$ cat config.mk
export PLATFORM = sky130hd
export DESIGN_NAME = object_plotter_flat
export DESIGN_NICKNAME = d
export VERILOG_FILES = /design/src/rtl/object_plotter_if.sv /design/src/rtl/object_plotter.sv /design/src/flat_wrapper.sv
export SDC_FILE = /design/constraint.sdc
export NUM_CORES = 1
export LEC_CHECK = 0
export ABC_AREA = 0
export CELL_PAD_IN_SITES_DETAIL_PLACEMENT = 0
export CELL_PAD_IN_SITES_GLOBAL_PLACEMENT = 1
export CORE_ASPECT_RATIO = 0.7
export CORE_MARGIN = 10
export CORE_UTILIZATION = 43
export DETAILED_ROUTE_END_ITERATION = 8
export HOLD_SLACK_MARGIN = 0.06
export PLACE_DENSITY_LB_ADDON = 0.12
export SYNTH_ARGS = -nofsm -noshare
export SYNTH_HDL_FRONTEND = slang
export SYNTH_SLANG_ARGS = --single-unit
export TNS_END_PERCENT = 20
$ cat constraint.sdc
create_clock -name clk -period 7.13 [get_ports clk]
set_clock_uncertainty 0.1 [all_clocks]
set_input_delay 1.7825 -clock clk [delete_from_list [all_inputs] [get_ports clk]]
set_output_delay 1.7825 -clock clk [all_outputs]
set_load 0.01 [all_outputs]
$ cat src/rtl/object_plotter_if.sv
// Bus between a requester and the object plotter: plot request inputs
// plus the pixel stream toward the VGA adapter and the status flags.
interface object_plotter_if;
  logic       start_plot;
  logic [1:0] object;
  logic [7:0] new_x;
  logic [6:0] new_y;
  logic [7:0] old_x;
  logic [6:0] old_y;
  logic [7:0] size_x;
  logic [6:0] size_y;
  logic [7:0] vga_x;
  logic [6:0] vga_y;
  logic [2:0] vga_colour;
  logic       vga_plot;
  logic       busy;
  logic       done;

  modport master (
    output start_plot, object, new_x, new_y, old_x, old_y, size_x, size_y,
    input  vga_x, vga_y, vga_colour, vga_plot, busy, done
  );

  modport slave (
    input  start_plot, object, new_x, new_y, old_x, old_y, size_x, size_y,
    output vga_x, vga_y, vga_colour, vga_plot, busy, done
  );
endinterface

$ cat src/rtl/object_plotter.sv
// object_plotter: erases an object's old rectangle and redraws it at its new
// position, one pixel per cycle, raster order (x inner, y outer). Pixels
// beyond MAX_X/MAX_Y still take their cycle but are not written.
// Build option: define OBJECT_PLOTTER_ERASE_EN to include the erase pass;
// without it a request draws only and old_x/old_y are ignored.
module object_plotter #(
  parameter int         MAX_X         = 159,
  parameter int         MAX_Y         = 119,
  parameter logic [2:0] BG_COLOUR     = 3'b000,
  parameter logic [2:0] BALL_COLOUR   = 3'b111,
  parameter logic [2:0] PADDLE_COLOUR = 3'b010,
  parameter logic [2:0] BLOCK_COLOUR  = 3'b100
) (
  input logic            clk,
  input logic            resetn,
  object_plotter_if.slave bus
);

  typedef enum logic [1:0] {IDLE, ERASE, DRAW, DONE} state_t;

`ifdef OBJECT_PLOTTER_ERASE_EN
  localparam state_t FIRST_PHASE = ERASE;
`else
  localparam state_t FIRST_PHASE = DRAW;
  // Corner of the erase rectangle has no consumer in draw-only builds.
  logic unused_old;
  assign unused_old = ^{bus.old_x, bus.old_y};
`endif

  state_t     state_q, state_d;
  logic [7:0] new_x_q, new_x_d, old_x_q, old_x_d, size_x_q, size_x_d;
  logic [6:0] new_y_q, new_y_d, old_y_q, old_y_d, size_y_q, size_y_d;
  logic [1:0] obj_q, obj_d;
  logic [7:0] cnt_x_q, cnt_x_d;
  logic [6:0] cnt_y_q, cnt_y_d;

  // Pixel address is formed one bit wider than the screen so an object
  // hanging off the right/bottom edge clips instead of wrapping to 0.
  logic [8:0] px;
  logic [7:0] py;
  logic       x_last, y_last;
  logic [2:0] draw_colour;

  // Next-state, counter advance and pixel outputs.
  always_comb begin
    state_d  = state_q;
    new_x_d  = new_x_q;
    new_y_d  = new_y_q;
    old_x_d  = old_x_q;
    old_y_d  = old_y_q;
    size_x_d = size_x_q;
    size_y_d = size_y_q;
    obj_d    = obj_q;
    cnt_x_d  = cnt_x_q;
    cnt_y_d  = cnt_y_q;

    bus.vga_x      = 8'd0;
    bus.vga_y      = 7'd0;
    bus.vga_colour = BG_COLOUR;
    bus.vga_plot   = 1'b0;
    bus.busy       = (state_q != IDLE);
    bus.done       = (state_q == DONE);

    if (state_q == ERASE) begin
      px = {1'b0, old_x_q} + {1'b0, cnt_x_q};
      py = {1'b0, old_y_q} + {1'b0, cnt_y_q};
    end else begin
      px = {1'b0, new_x_q} + {1'b0, cnt_x_q};
      py = {1'b0, new_y_q} + {1'b0, cnt_y_q};
    end
    x_last = (({1'b0, cnt_x_q} + 9'd1) == {1'b0, size_x_q});
    y_last = (({1'b0, cnt_y_q} + 8'd1) == {1'b0, size_y_q});

    case (obj_q)
      2'b00:   draw_colour = BALL_COLOUR;
      2'b01:   draw_colour = PADDLE_COLOUR;
      2'b10:   draw_colour = BLOCK_COLOUR;
      default: draw_colour = BG_COLOUR;
    endcase

    case (state_q)
      IDLE: begin
        if (bus.start_plot && (bus.object != 2'b11)) begin
          new_x_d  = bus.new_x;
          new_y_d  = bus.new_y;
`ifdef OBJECT_PLOTTER_ERASE_EN
          old_x_d  = bus.old_x;
          old_y_d  = bus.old_y;
`endif
          size_x_d = bus.size_x;
          size_y_d = bus.size_y;
          obj_d    = bus.object;
          cnt_x_d  = 8'd0;
          cnt_y_d  = 7'd0;
          if ((bus.size_x == 8'd0) || (bus.size_y == 7'd0))
            state_d = DONE;
          else
            state_d = FIRST_PHASE;
        end
      end
      ERASE, DRAW: begin
        bus.vga_x      = px[7:0];
        bus.vga_y      = py[6:0];
        bus.vga_colour = (state_q == ERASE) ? BG_COLOUR : draw_colour;
        bus.vga_plot   = (px <= 9'(MAX_X)) && (py <= 8'(MAX_Y));
        if (x_last) begin
          cnt_x_d = 8'd0;
          cnt_y_d = cnt_y_q + 7'd1;
        end else begin
          cnt_x_d = cnt_x_q + 8'd1;
        end
        if (x_last && y_last) begin
          cnt_x_d = 8'd0;
          cnt_y_d = 7'd0;
          state_d = (state_q == ERASE) ? DRAW : DONE;
        end
      end
      DONE:    state_d = IDLE;
      default: state_d = IDLE;
    endcase
  end

  // State, latched request and raster counters; cleared at once on reset.
  always_ff @(posedge clk or negedge resetn) begin
    if (!resetn) begin
      state_q  <= IDLE;
      new_x_q  <= 8'd0;
      new_y_q  <= 7'd0;
      old_x_q  <= 8'd0;
      old_y_q  <= 7'd0;
      size_x_q <= 8'd0;
      size_y_q <= 7'd0;
      obj_q    <= 2'b00;
      cnt_x_q  <= 8'd0;
      cnt_y_q  <= 7'd0;
    end else begin
      state_q  <= state_d;
      new_x_q  <= new_x_d;
      new_y_q  <= new_y_d;
      old_x_q  <= old_x_d;
      old_y_q  <= old_y_d;
      size_x_q <= size_x_d;
      size_y_q <= size_y_d;
      obj_q    <= obj_d;
      cnt_x_q  <= cnt_x_d;
      cnt_y_q  <= cnt_y_d;
    end
  end

endmodule

$ cat src/flat_wrapper.sv
// flat-port wrapper written by rule: the top's interface ports become plain ports
module object_plotter_flat 
#(
  parameter int         MAX_X         = 159,
  parameter int         MAX_Y         = 119,
  parameter logic [2:0] BG_COLOUR     = 3'b000,
  parameter logic [2:0] BALL_COLOUR   = 3'b111,
  parameter logic [2:0] PADDLE_COLOUR = 3'b010,
  parameter logic [2:0] BLOCK_COLOUR  = 3'b100
)
  (clk, resetn, bus_start_plot, bus_object, bus_new_x, bus_new_y, bus_old_x, bus_old_y, bus_size_x, bus_size_y, bus_vga_x, bus_vga_y, bus_vga_colour, bus_vga_plot, bus_busy, bus_done);
  object_plotter_if bus_i ();
  input logic clk;
  input logic resetn;
  input wire logic [$bits(bus_i.start_plot)-1:0] bus_start_plot;
  input wire logic [$bits(bus_i.object)-1:0] bus_object;
  input wire logic [$bits(bus_i.new_x)-1:0] bus_new_x;
  input wire logic [$bits(bus_i.new_y)-1:0] bus_new_y;
  input wire logic [$bits(bus_i.old_x)-1:0] bus_old_x;
  input wire logic [$bits(bus_i.old_y)-1:0] bus_old_y;
  input wire logic [$bits(bus_i.size_x)-1:0] bus_size_x;
  input wire logic [$bits(bus_i.size_y)-1:0] bus_size_y;
  output wire logic [$bits(bus_i.vga_x)-1:0] bus_vga_x;
  output wire logic [$bits(bus_i.vga_y)-1:0] bus_vga_y;
  output wire logic [$bits(bus_i.vga_colour)-1:0] bus_vga_colour;
  output wire logic [$bits(bus_i.vga_plot)-1:0] bus_vga_plot;
  output wire logic [$bits(bus_i.busy)-1:0] bus_busy;
  output wire logic [$bits(bus_i.done)-1:0] bus_done;
  assign bus_i.start_plot = bus_start_plot;
  assign bus_i.object = bus_object;
  assign bus_i.new_x = bus_new_x;
  assign bus_i.new_y = bus_new_y;
  assign bus_i.old_x = bus_old_x;
  assign bus_i.old_y = bus_old_y;
  assign bus_i.size_x = bus_size_x;
  assign bus_i.size_y = bus_size_y;
  assign bus_vga_x = bus_i.vga_x;
  assign bus_vga_y = bus_i.vga_y;
  assign bus_vga_colour = bus_i.vga_colour;
  assign bus_vga_plot = bus_i.vga_plot;
  assign bus_busy = bus_i.busy;
  assign bus_done = bus_i.done;
  object_plotter #(.MAX_X(MAX_X), .MAX_Y(MAX_Y), .BG_COLOUR(BG_COLOUR), .BALL_COLOUR(BALL_COLOUR), .PADDLE_COLOUR(PADDLE_COLOUR), .BLOCK_COLOUR(BLOCK_COLOUR)) u_core (.clk(clk), .resetn(resetn), .bus(bus_i));
endmodule
==> flow_summary.rst, run 1 <==
.. list-table::
   :header-rows: 1

   * - Metric
     - Value
   * - Post-placement setup slack
     - 2.087 ns
   * - IO Pins
     - 71
   * - Cell leakage power
     - between 1.5 and 2 nW
   * - Number of hold violations in the final report
     - 0
   * - Post-layout worst setup margin
     - about 1.7 ns
   * - Setup repair after global routing missed its margin
     - false
   * - Placeable Area
     - roughly 0.0080 mm^2
   * - Total Wirelength
     - just over 9000 um
   * - Total half-perimeter wirelength after legalization and detailed placement
     - around 7000 um
   * - Total global routing track utilization
     - 0.1550
   * - Horizontal extent of the die
     - approximately 130 um
   * - Ant. Diodes
     - 0
   * - Total of cells resized after clock tree synthesis
     - 0
   * - Clock Tree Buf Depth
     - 2
   * - Total power draw
     - ~2.4 mW
   * - Area of all sequential standard cells
     - 0.001226 mm^2
   * - Pins over their slew limit
     - 0
   * - Area of the multi-input gates
     - about 0.0022 mm^2
   * - Nets
     - 502
   * - Sequential share of the synthesized area
     - 0.3413
   * - Peak ir drop on the vdd network
     - 0.0002014 V
   * - Setup CP Type
     - reg2out
   * - Buffers added on ports
     - between 50 and 60
   * - Detailed-router iteration count before antenna repair
     - 4
   * - Outcome
     - finished, final reports clean
   * - Buffers inserted during post-CTS setup optimization
     - 0
   * - Net switching share of the total power
     - 0.4439
   * - Transition time of the tightest slew-check pin
     - around 1.1 ns
   * - Routed vias/inst
     - approximately 5.7
   * - Setup slack of the worst register-to-register path
     - 4.28 ns
   * - Antenna-violating nets left
     - 0
   * - Post-route design area
     - approximately 0.0044 mm^2
   * - Number of enable-type register cells in the synthesized netlist
     - 0
   * - Top post-synthesis cells by count
     - 49 x sky130_fd_sc_hd__dfrtp_1, 34 x sky130_fd_sc_hd__mux2_2, 33 x sky130_fd_sc_hd__nor2_1, 23 x sky130_fd_sc_hd__nand2_1, 22 x sky130_fd_sc_hd__ha_1
   * - Fraction of power consumed by combinational cells
     - 0.638
   * - Post-synthesis cell type count
     - 58
   * - Number of vias in the routed layout
     - around 3000
   * - Area growth, synth to finish
     - 21.60%
   * - Height of the die
     - 96.47 um
   * - Critical Path Slowest Stage Cell
     - sky130_fd_sc_hd__clkdlybuf4s50_1
   * - Largest cells by area after synthesis
     - sky130_fd_sc_hd__dfrtp_1 34%, sky130_fd_sc_hd__mux2_2 11%, sky130_fd_sc_hd__ha_1 7.7%
   * - Final core utilization
     - 0.5456
   * - Data required time of the critical path
     - 5.25 ns
   * - Post-synthesis instance area
     - roughly 0.0036 mm^2
   * - Fin crit share
     - 0.7557
   * - Cell family with most CP delay
     - compound AO/OA/AOI/OAI gates
   * - Clock transition at path regs
     - ~0.070 ns
   * - Initial antenna violation count
     - 0
   * - Worst reg2reg path depth
     - 7
   * - Psw
     - between 1 and 1.5 mW
   * - End of the critical path
     - bus_vga_plot
   * - Cells after synthesis
     - ~380
   * - TritonCTS Buffers
     - 5
   * - Terminus of the critical flop-to-flop path
     - u_core.state_q[0]
   * - CP Launch Type
     - flip-flop
   * - Sequential cell fraction of total power
     - 0.247
   * - Highest achievable clock rate
     - 0.1856 GHz
   * - Crit path depth
     - 9
   * - Worst min-delay path category
     - reg2reg
   * - Die Footprint
     - 0.01247 mm^2
   * - Clock group share of total power
     - 0.115
   * - Cells traversed along the worst timing path
     - ha_1 > fa_1 > a211oi_1 > o21bai_1 > a21oi_1 > xor2_1 > a2111oi_0 > nor4_1 > clkdlybuf4s50_1
   * - Master cell of the clock root buffer
     - sky130_fd_sc_hd__clkbuf_16
   * - Via count of the first global-routing pass
     - between 3000 and 4000
   * - Standard cell area after detailed placement
     - between 0.004 and 0.005 mm^2
   * - Largest area contributor in the netlist
     - sky130_fd_sc_hd__dfrtp_1
   * - Detailed-route wire length per cell
     - about 18 um
   * - Sink Count
     - approximately 50
   * - Minimum clock period after layout
     - around 5.4 ns
   * - P per Cell Area
     - ~560 mW/mm^2
   * - Data arrival, critical path
     - between 3 and 4 ns
   * - Async S/R FF share, synth
     - 1.000
   * - H-tree Lvls
     - 2
   * - TritonCTS clock tree
     - yes
   * - Number of failing setup endpoints in the final timing report
     - 0
   * - Initial core utilization
     - 0.4487
   * - Count of synthesis-stage warnings from yosys
     - 0
   * - Hold Buf Count CTS
     - 0
   * - Top fanout value on the critical path
     - 8
   * - Fraction of post-synthesis cell area in the top cell type by area
     - 0.3413
   * - DRC violation count after routing
     - 0
   * - Hold path startpoint
     - u_core.new_y_q[0]
   * - Buffer and inverter count on the worst path
     - 1
   * - Iter 0 DRT Violations
     - 174
   * - Commonest register cell after synthesis
     - sky130_fd_sc_hd__dfrtp_1
   * - FF-to-FF Start
     - u_core.cnt_x_q[0]
   * - Most frequently used cell type in the post-synthesis netlist
     - sky130_fd_sc_hd__dfrtp_1
   * - Sum of negative setup slack
     - 0 ns
   * - Share of final-layout standard cells stronger than drive strength 1
     - 0.1189
   * - Highest cell delay on the worst timing path
     - ~0.60 ns
   * - Relative slew slack
     - 0.2625
   * - Total gr overflow
     - 0
   * - First-pass GRT wire length
     - between 15000 and 20000 um
   * - Start point of the critical path
     - u_core.cnt_x_q[0]
   * - Clock insertion delay at the later pin of the skew report
     - around 0.29 ns
   * - Max-capacitance violation count
     - 0
   * - Largest net degree at the start of global routing
     - 50
   * - Net count after synthesis
     - 457
   * - Internal power contribution
     - 1.354 mW
   * - Synth Area per Inst
     - about 9.4 um^2
   * - Placer's final routability congestion estimate
     - approximately 0.9
   * - Register bit count reported by yosys
     - 49
   * - Endpoint type of the worst setup path
     - output port
   * - Fillcell total
     - ~740
   * - Cell Rows
     - 27
## flip-flops by register name, summed over array words and instances, names as in the netlist
| register | count |
|---|---|
| u_core.size_y_q | 7 |
| u_core.state_q | 2 |
| u_core.size_x_q | 8 |
| u_core.obj_q | 2 |
| u_core.new_y_q | 7 |
| u_core.cnt_x_q | 8 |
| u_core.new_x_q | 8 |
| u_core.cnt_y_q | 7 |
## power groups by stage
stage / Clock [mW] / Sequential, mW / Combinational, mW
floorplan: 0 / 0.503 / 1.13
global placement: 0 / 0.596 / 1.53
detailed placement: 0 / 0.603 / 1.55
CTS: 0.288 / 0.598 / 1.57
global route: 0.299 / 0.629 / 1.74
finish: 0.281 / 0.601 / 1.55
## worst register-to-register path, stage by stage (launching register included)
cell,delay [ns]
sky130_fd_sc_hd__dfrtp_1,0.51
sky130_fd_sc_hd__ha_1,0.32
sky130_fd_sc_hd__nand3_1,0.17
sky130_fd_sc_hd__o21ai_0,0.19
sky130_fd_sc_hd__o31ai_1,0.12
sky130_fd_sc_hd__o41a_1,0.60
sky130_fd_sc_hd__or4_4,0.57
sky130_fd_sc_hd__mux2i_1,0.14
## worst min path at each step
stage | end | slack, ns | cells after the start
after floorplan | u_core.new_y_q[6] | 0.38 | 1
after global placement | u_core.new_x_q[0] | 0.40 | 1
after detailed placement | u_core.new_y_q[0] | 0.41 | 1
after CTS | u_core.new_y_q[0] | 0.42 | 1
after global routing | u_core.new_y_q[0] | 0.43 | 1
final | u_core.new_y_q[0] | 0.42 | 1
## metrics by stage
stage	instances	hold WS, ns
4_1_cts	530	0.4237
3_3_place_gp	522	0.4021
3_5_place_dp	522	0.4080
5_1_grt	530	0.4334
6_report	530	0.4189
2_1_floorplan	383	0.3835
## logic make-up (layout without fill, tap and decap cells)
group / after synthesis / count (layout) / synth area share
AO/OA/AOI/OAI: 88 / 88 / 0.1724
buffers and inverters: 34 / 80 / 0.03901
flip-flops: 49 / 49 / 0.3413
AND/OR/NAND/NOR: 127 / 127 / 0.1836
XOR/XNOR: 17 / 17 / 0.04145
adder cells (fa/ha/maj): 24 / 24 / 0.08777
multiplexers: 44 / 44 / 0.1344
## layout make-up
cell class              instances  area share
clock buffers                   7     0.03266
clock inverters                 1    0.006875
inverters                      15     0.01289
multi-input cells             300      0.5096
flip-flops and latches         49      0.2807
well taps                     101     0.02893
repair buffers                 57      0.1283
## cell usage in the layout (no fill, tap or decap), types with 5 or more instances in the layout
cell type	n
sky130_fd_sc_hd__o21ai_0	13
sky130_fd_sc_hd__nor3b_1	5
sky130_fd_sc_hd__mux2_2	34
sky130_fd_sc_hd__mux2i_1	10
sky130_fd_sc_hd__clkbuf_16	5
sky130_fd_sc_hd__a21oi_1	19
sky130_fd_sc_hd__a2111oi_0	5
sky130_fd_sc_hd__nand3_1	9
sky130_fd_sc_hd__clkdlybuf4s50_1	54
sky130_fd_sc_hd__o211ai_1	5
sky130_fd_sc_hd__nand2_1	23
sky130_fd_sc_hd__xor2_1	9
sky130_fd_sc_hd__dfrtp_1	49
sky130_fd_sc_hd__nor2_1	33
sky130_fd_sc_hd__o21a_1	5
sky130_fd_sc_hd__xnor2_1	8
sky130_fd_sc_hd__nor4_1	6
sky130_fd_sc_hd__nor3_1	15
sky130_fd_sc_hd__inv_1	15
sky130_fd_sc_hd__a211oi_1	5
sky130_fd_sc_hd__ha_1	22
sky130_fd_sc_hd__nor2b_1	11
## per-layer routing
layer / up-vias / routed length, um / track usage
met5: - / 0 / 0
met4: 0 / 34 / 0.02170
met3: 4 / 605 / 0.04461
met2: 67 / 3891 / 0.2437
met1: 1439 / 4802 / 0.2119
li1: 1503 / - / -
(Power assumes the default switching activity.)
==> run 2, diff against run 1 <==
--- a/config.mk
+++ b/config.mk
@@ -10,7 +10,7 @@
 export CELL_PAD_IN_SITES_GLOBAL_PLACEMENT = 1
 export CORE_ASPECT_RATIO = 0.7
 export CORE_MARGIN = 10
-export CORE_UTILIZATION = 43
+export CORE_UTILIZATION = 40
 export DETAILED_ROUTE_END_ITERATION = 8
 export HOLD_SLACK_MARGIN = 0.06
 export PLACE_DENSITY_LB_ADDON = 0.12
==> constraint.sdc (replaced) <==
create_clock -name clk -period 5.35 [get_ports clk]
set_clock_uncertainty 0.1 [all_clocks]
set_input_delay 1.3375 -clock clk [delete_from_list [all_inputs] [get_ports clk]]
set_output_delay 1.3375 -clock clk [all_outputs]
set_load 0.01 [all_outputs]
==> flow_summary.rst, run 2 (synthesis gave the netlist of run 1 again) <==
.. list-table::
   :header-rows: 1

   * - Metric
     - Value
   * - Clock group share of total power
     - 0.096 (-0.019)
   * - Sum of negative setup slack
     - 0 ns (unchanged)
   * - Buffers added on ports
     - 55 (unchanged)
   * - Number of hold violations in the final report
     - 0 (unchanged)
   * - Top library cells by usage in the layout, fill and taps aside
     - 54 x sky130_fd_sc_hd__clkdlybuf4s50_1, 49 x sky130_fd_sc_hd__dfrtp_1, 34 x sky130_fd_sc_hd__mux2_2
   * - Clock insertion delay at the later pin of the skew report
     - 0.29 ns (about the same)
   * - Minimum clock period after layout
     - between 4 and 5 ns
   * - P per Cell Area
     - 728.6 mW/mm^2 (+31%)
   * - Fin crit share
     - 0.9176
   * - Master cell of the clock root buffer
     - sky130_fd_sc_hd__clkbuf_16
   * - DRC violation count after routing
     - 0 (unchanged)
   * - Data arrival, critical path
     - 3.47 ns (-0.04 ns)
   * - Via count of the first global-routing pass
     - 2917 (-5.0%)
   * - Ant. Diodes
     - 0 (unchanged)
   * - CP Launch Type
     - flip-flop
   * - Fillcell total
     - 807 (+8.5%)
   * - Number of failing setup endpoints in the final timing report
     - 0 (unchanged)
   * - Setup CP Type
     - reg2out
   * - Detailed-route wire length per cell
     - 16.64 um (-5.5%)
   * - Total Wirelength
     - 9117 um (-2.3%)
   * - Post-route design area
     - 0.004357 mm^2 (-0.26%)
   * - Sink Count
     - 49 (unchanged)
   * - Max-capacitance violation count
     - 0 (unchanged)
   * - Sequential cell fraction of total power
     - 0.252 (+0.005)
   * - Placer's final routability congestion estimate
     - 0.8486 (-3.0%)
   * - Peak ir drop on the vdd network
     - 0.0002391 V (+19%)
   * - Psw
     - 1.435 mW (+33%)
   * - Total gr overflow
     - 0 (unchanged)
   * - Clock Tree Buf Depth
     - 2 (unchanged)
   * - Data required time of the critical path
     - 3.91 ns (-1.34 ns)
   * - Regs by FF count
     - u_core.cnt_x_q (8), u_core.new_x_q (8), u_core.size_x_q (8)
   * - Standard cell area after detailed placement
     - 0.004227 mm^2 (+0.75%)
   * - Net switching share of the total power
     - 0.4522 (+0.008278)
   * - Buffers inserted during post-CTS setup optimization
     - 0 (unchanged)
   * - TritonCTS clock tree
     - yes
   * - Met2 Track Usage GR
     - 0.1919 (-0.05185)
   * - H-tree Lvls
     - 2 (unchanged)
   * - Hold Buf Count CTS
     - 0 (unchanged)
   * - Transition time of the tightest slew-check pin
     - 0.8692 ns (-0.2370 ns)
   * - GRT met3 Usage
     - 0.03618 (-0.008433)
   * - Highest achievable clock rate
     - 0.2037 GHz
   * - Final core utilization
     - 0.5076 (-0.03797)
   * - Relative slew slack
     - 0.4205 (+0.1580)
   * - Global routing's busiest layer
     - met1
   * - Initial antenna violation count
     - 0 (unchanged)
   * - Total power draw
     - 3.174 mW (+30%)
   * - Detailed-router iteration count before antenna repair
     - 4 (unchanged)
   * - Height of the die
     - 99.29 um (+2.9%)
   * - Pins over their slew limit
     - 0 (unchanged)
   * - Cell family with most CP delay
     - adder cells
   * - Area growth, synth to finish
     - 21.28%
   * - Placeable Area
     - 0.008583 mm^2 (+7.2%)
   * - TritonCTS Buffers
     - 5 (unchanged)
   * - Die Footprint
     - 0.01323 mm^2 (+6.1%)
   * - Iter 0 DRT Violations
     - 181 (+4.0%)
   * - Endpoint type of the worst setup path
     - output port
   * - Tightest hold margin
     - 0.4149 ns (-0.004002 ns)
   * - Most common library cell in the layout ignoring fill and taps
     - sky130_fd_sc_hd__clkdlybuf4s50_1
   * - Critical Path Slowest Stage Cell
     - sky130_fd_sc_hd__clkdlybuf4s50_1
   * - Highest cell delay on the worst timing path
     - 0.61 ns (about the same)
   * - Cell Rows
     - 28 (+3.7%)
   * - Area of the multi-input gates
     - 0.002226 mm^2 (unchanged)
   * - Routed vias/inst
     - 5.504 (-3.2%)
   * - First-pass GRT wire length
     - 15280 um (-2.0%)
   * - Share of final-layout standard cells stronger than drive strength 1
     - 0.1192 (+0.0002778)
   * - Outcome
     - finished, final reports clean
   * - GR Layer Usage met1
     - 0.2095 (-0.002420)
   * - Internal power contribution
     - 1.739 mW (+28%)
   * - Total half-perimeter wirelength after legalization and detailed placement
     - 6961 um (-0.37%)
   * - Worst min-delay path category
     - reg2reg
   * - Horizontal extent of the die
     - 133.3 um (+3.1%)
   * - Largest net degree at the start of global routing
     - 50 (unchanged)
   * - Antenna-violating nets left
     - 0 (unchanged)
   * - Initial core utilization
     - 0.4185 (-0.03015)
   * - Buffer and inverter count on the worst path
     - 1 (unchanged)
   * - IO Pins
     - 71 (unchanged)
   * - Total of cells resized after clock tree synthesis
     - 0 (unchanged)
   * - Clock transition at path regs
     - 0.06 ns (about the same)
   * - Top fanout value on the critical path
     - 8 (unchanged)
   * - Fraction of power consumed by combinational cells
     - 0.651 (+0.013)
   * - Setup repair after global routing missed its margin
     - false
   * - Total global routing track utilization
     - 0.1394 (-0.01564)
   * - Number of vias in the routed layout
     - 3016 (+0.10%)
   * - Area of all sequential standard cells
     - 0.001226 mm^2 (unchanged)
   * - Cells traversed along the worst timing path
     - ha_1 > fa_1 > a211oi_1 > o21bai_1 > a21oi_1 > xor2_1 > a2111oi_0 > nor4_1 > clkdlybuf4s50_1
   * - Cell leakage power
     - 1.809 nW (-0.73%)
   * - Nets
     - 503 (+0.20%)
-- run 2: cell types whose count changed in the layout (fill, tap and decap cells not counted), sizes merged --
cell    change
bufinv      -1
clkbuf      -2
clkinv      +1
buf         +1
-- run 2: power by group through the flow --
stage	registers, mW	clock network (mW)	logic [mW]
3_5_place_dp	0.804	0	2.07
2_1_floorplan	0.671	0	1.50
4_1_cts	0.798	0.316	2.08
6_report	0.801	0.306	2.07
5_1_grt	0.836	0.332	2.31
3_3_place_gp	0.797	0	2.05
-- run 2: path summary, 6_finish.rpt --
path,from,to,slack [ns],cells past startpoint
max,u_core.cnt_x_q[0],bus_vga_plot,0.44,9
min,u_core.new_y_q[0],u_core.new_y_q[0],0.41,1
max reg2reg,u_core.cnt_x_q[0],u_core.state_q[1],2.40,7
min reg2reg,u_core.new_y_q[0],u_core.new_y_q[0],0.41,1
max in group asynchronous,resetn,u_core.new_x_q[2],3.66,2
min in group asynchronous,resetn,u_core.new_y_q[1],1.04,2
-- run 2: layout make-up --
| type | instances | area share |
|---|---|---|
| clock buffer | 5 | 0.02872 |
| clock inverter | 1 | 0.001149 |
| inverter | 15 | 0.01292 |
| multi-input combinational | 300 | 0.5109 |
| sequential | 49 | 0.2814 |
| tap | 120 | 0.03446 |
| timing repair buffer | 58 | 0.1304 |
-- run 2: stage by stage --
step	std cells	worst slack, ns
2_1_floorplan	383	1.460
3_3_place_gp	542	0.7297
3_5_place_dp	542	0.7868
4_1_cts	548	0.4413
5_1_grt	548	0.1537
6_report	548	0.4408
-- run 2: per-layer routing --
layer / part of all wire / routed length [um]
met4: 0.0080 / 73
met2: 0.39 / 3567
met1: 0.55 / 4989
met5: 0 / 0
met3: 0.053 / 487
==> run 3, diff against run 2 <==
==> constraint.sdc (replaced) <==
create_clock -name clk -period 4.9 [get_ports clk]
set_clock_uncertainty 0.1 [all_clocks]
set_input_delay 1.225 -clock clk [delete_from_list [all_inputs] [get_ports clk]]
set_output_delay 1.225 -clock clk [all_outputs]
set_load 0.01 [all_outputs]
==> flow_summary.rst, run 3 (synthesis gave the netlist of run 1 again) <==
.. list-table::
   :header-rows: 1

   * - Metric
     - Value
   * - Peak ir drop on the vdd network
     - 0.0002805 V (+17%)
   * - Standard cell area after detailed placement
     - 0.004219 mm^2 (-0.18%)
   * - Height of the die
     - 99.29 um (unchanged)
   * - Placeable Area
     - 0.008583 mm^2 (unchanged)
   * - Most common library cell in the layout ignoring fill and taps
     - sky130_fd_sc_hd__clkdlybuf4s50_1
   * - Fillcell total
     - 816 (+1.1%)
   * - CP Launch Type
     - flip-flop
   * - Post-route design area
     - 0.004367 mm^2 (+0.23%)
   * - Cells traversed along the worst timing path
     - ha_1 > fa_1 > a211oi_2 > o21bai_1 > a21oi_1 > xor2_1 > a2111oi_0 > nor4_1 > clkdlybuf4s50_1
   * - Buffers added on ports
     - 55 (unchanged)
   * - Pins over their slew limit
     - 0 (unchanged)
   * - Post-placement setup slack
     - 0.4781 ns (-0.3087 ns)
   * - Top library cells by usage in the layout, fill and taps aside
     - 54 x sky130_fd_sc_hd__clkdlybuf4s50_1, 49 x sky130_fd_sc_hd__dfrtp_1, 34 x sky130_fd_sc_hd__mux2_2
   * - Transition time of the tightest slew-check pin
     - 1.107 ns (+0.2377 ns)
   * - Antenna-violating nets left
     - 0 (unchanged)
   * - H-tree Lvls
     - 2 (unchanged)
   * - Fin crit share
     - 0.9531
   * - Net switching share of the total power
     - 0.4499 (-0.002295)
   * - Initial antenna violation count
     - 0 (unchanged)
   * - Endpoint type of the worst setup path
     - output port
   * - Setup repair after global routing missed its margin
     - false
   * - Clock group share of total power
     - 0.099 (+0.003)
   * - Routed vias/inst
     - 5.480 (-0.43%)
   * - Total half-perimeter wirelength after legalization and detailed placement
     - 7037 um (+1.1%)
   * - TritonCTS Buffers
     - 5 (unchanged)
   * - Total Wirelength
     - 9251 um (+1.5%)
   * - Cell leakage power
     - 1.809 nW (about the same)
   * - Sum of negative setup slack
     - 0 ns (unchanged)
   * - Internal power contribution
     - 1.918 mW (+10%)
   * - IO Pins
     - 71 (unchanged)
   * - Clock insertion delay at the later pin of the skew report
     - 0.29 ns (about the same)
   * - Area growth, synth to finish
     - 21.56%
   * - Psw
     - 1.569 mW (+9.3%)
   * - Highest cell delay on the worst timing path
     - 0.61 ns (about the same)
   * - P per Cell Area
     - 798.6 mW/mm^2 (+9.6%)
   * - Number of vias in the routed layout
     - 3003 (-0.43%)
   * - Relative slew slack
     - 0.2621 (-0.1585)
   * - Buffer and inverter count on the worst path
     - 1 (unchanged)
   * - Number of failing setup endpoints in the final timing report
     - 0 (unchanged)
   * - Worst min-delay path category
     - reg2reg
   * - Setup CP Type
     - reg2out
   * - Area of the multi-input gates
     - 0.002231 mm^2 (+0.23%)
   * - Master cell of the clock root buffer
     - sky130_fd_sc_hd__clkbuf_16
   * - Final std cells w/o fill
     - 548 (unchanged)
   * - Critical Path Slowest Stage Cell
     - sky130_fd_sc_hd__clkdlybuf4s50_1
   * - Total global routing track utilization
     - 0.1386 (-0.0007700)
   * - Area of all sequential standard cells
     - 0.001226 mm^2 (unchanged)
   * - Minimum clock period after layout
     - roughly 4.7 ns
   * - Data required time of the critical path
     - 3.58 ns (-0.33 ns)
   * - Die Footprint
     - 0.01323 mm^2 (unchanged)
   * - Final core utilization
     - 0.5087 (+0.001166)
   * - Clock Tree Buf Depth
     - 2 (unchanged)
   * - Ant. Diodes
     - 0 (unchanged)
   * - Iter 0 DRT Violations
     - 175 (-3.3%)
   * - Detailed-router iteration count before antenna repair
     - 4 (unchanged)
   * - Top fanout value on the critical path
     - 8 (unchanged)
   * - Hold Buf Count CTS
     - 0 (unchanged)
   * - Sink Count
     - 49 (unchanged)
   * - Cell Rows
     - 28 (unchanged)
   * - Clock transition at path regs
     - 0.06 ns (about the same)
   * - Outcome
     - finished, final reports clean
   * - Nets
     - 502 (-0.20%)
   * - Data arrival, critical path
     - 3.35 ns (-0.12 ns)
   * - Sequential cell fraction of total power
     - 0.249 (-0.003)
   * - Placer's final routability congestion estimate
     - 0.8118 (-4.3%)
   * - Fraction of power consumed by combinational cells
     - 0.651 (about the same)
   * - TritonCTS clock tree
     - yes
   * - Max-capacitance violation count
     - 0 (unchanged)
   * - Horizontal extent of the die
     - 133.3 um (unchanged)
   * - Highest achievable clock rate
     - approximately 0.21 GHz
   * - Initial core utilization
     - 0.4185 (unchanged)
   * - Detailed-route wire length per cell
     - 16.88 um (+1.5%)
   * - Largest net degree at the start of global routing
     - 50 (unchanged)
   * - Via count of the first global-routing pass
     - 2942 (+0.86%)
   * - DRC violation count after routing
     - 0 (unchanged)
   * - First-pass GRT wire length
     - 15310 um (+0.23%)
   * - Regs by FF count
     - u_core.cnt_x_q (8), u_core.new_x_q (8), u_core.size_x_q (8)
   * - Inst Count DP
     - 541 (-0.18%)
   * - Share of final-layout standard cells stronger than drive strength 1
     - 0.1192 (unchanged)
   * - Number of hold violations in the final report
     - 0 (unchanged)
   * - Cell family with most CP delay
     - adder cells
   * - Post-layout worst setup margin
     - 0.2297 ns (-0.2112 ns)
   * - Total gr overflow
     - 0 (unchanged)
==> run 3: cell count changes in the layout (fill, tap and decap cells not counted), sizes merged <==
cell,delta
buf,-1
clkbuf,+2
clkinv,-1
==> run 3: worst paths after layout <==
path | start | slack [ns] | cells past startpoint | endpoint
worst max-delay path | u_core.cnt_x_q[0] | 0.23 | 9 | bus_vga_plot
worst min-delay path | u_core.new_y_q[0] | 0.42 | 1 | u_core.new_y_q[0]
worst max register to register | u_core.cnt_x_q[1] | 2.02 | 7 | u_core.state_q[1]
min in group asynchronous | resetn | 0.93 | 2 | u_core.new_y_q[1]
worst min register to register | u_core.new_y_q[0] | 0.42 | 1 | u_core.new_y_q[0]
max in group asynchronous | resetn | 3.32 | 2 | u_core.size_y_q[2]
==> run 3: power by group through the flow <==
| stage | Clock [mW] | Combinational (mW) | Sequential [mW] |
|---|---|---|---|
| 3_3_place_gp | 0 | 2.24 | 0.868 |
| 6_report | 0.347 | 2.27 | 0.869 |
| 2_1_floorplan | 0 | 1.64 | 0.732 |
| 5_1_grt | 0.374 | 2.52 | 0.904 |
| 4_1_cts | 0.362 | 2.27 | 0.868 |
| 3_5_place_dp | 0 | 2.26 | 0.876 |
==> run 3: metrics by stage <==
stage               total power, mW  hold WS [ns]
detailed placement            3.139        0.4022
CTS                           3.505        0.4178
floorplan                     2.373        0.3835
finish                        3.487        0.4187
global route                  3.802        0.4269
global placement              3.113        0.3981
==> run 3: layer usage <==
metal | up-vias | global-route usage | wire (um)
met4 | 0 | 0.02585 | 60
met2 | 69 | 0.1900 | 3645
li1 | 1502 | - | -
met3 | 7 | 0.03417 | 508
met1 | 1425 | 0.2115 | 5036
met5 | - | 0 | 0
==> run 3: worst reg2reg max path, cell delays in order (launching register included) <==
cell                      delay [ns]
sky130_fd_sc_hd__dfrtp_1        0.50
sky130_fd_sc_hd__ha_1           0.32
sky130_fd_sc_hd__nand3_1        0.18
sky130_fd_sc_hd__o21ai_0        0.20
sky130_fd_sc_hd__o31ai_1        0.12
sky130_fd_sc_hd__o41a_1         0.62
sky130_fd_sc_hd__or4_4          0.58
sky130_fd_sc_hd__mux2i_1        0.14
==> run 3: cell type report <==
type,instances,share of cell area
inverters,15,0.01289
flip-flops and latches,49,0.2808
clock buffers,7,0.03266
well taps,120,0.03438
multi-input cells,300,0.5109
repair buffers,57,0.1284
==> run 3: what timing repair did <==
| action | 4_1_cts | 5_1_grt |
|---|---|---|
| endpoints found under the setup margin | 0 | 1 |
| resized for setup | 0 | 1 |
| setup buffers | 0 | 0 |
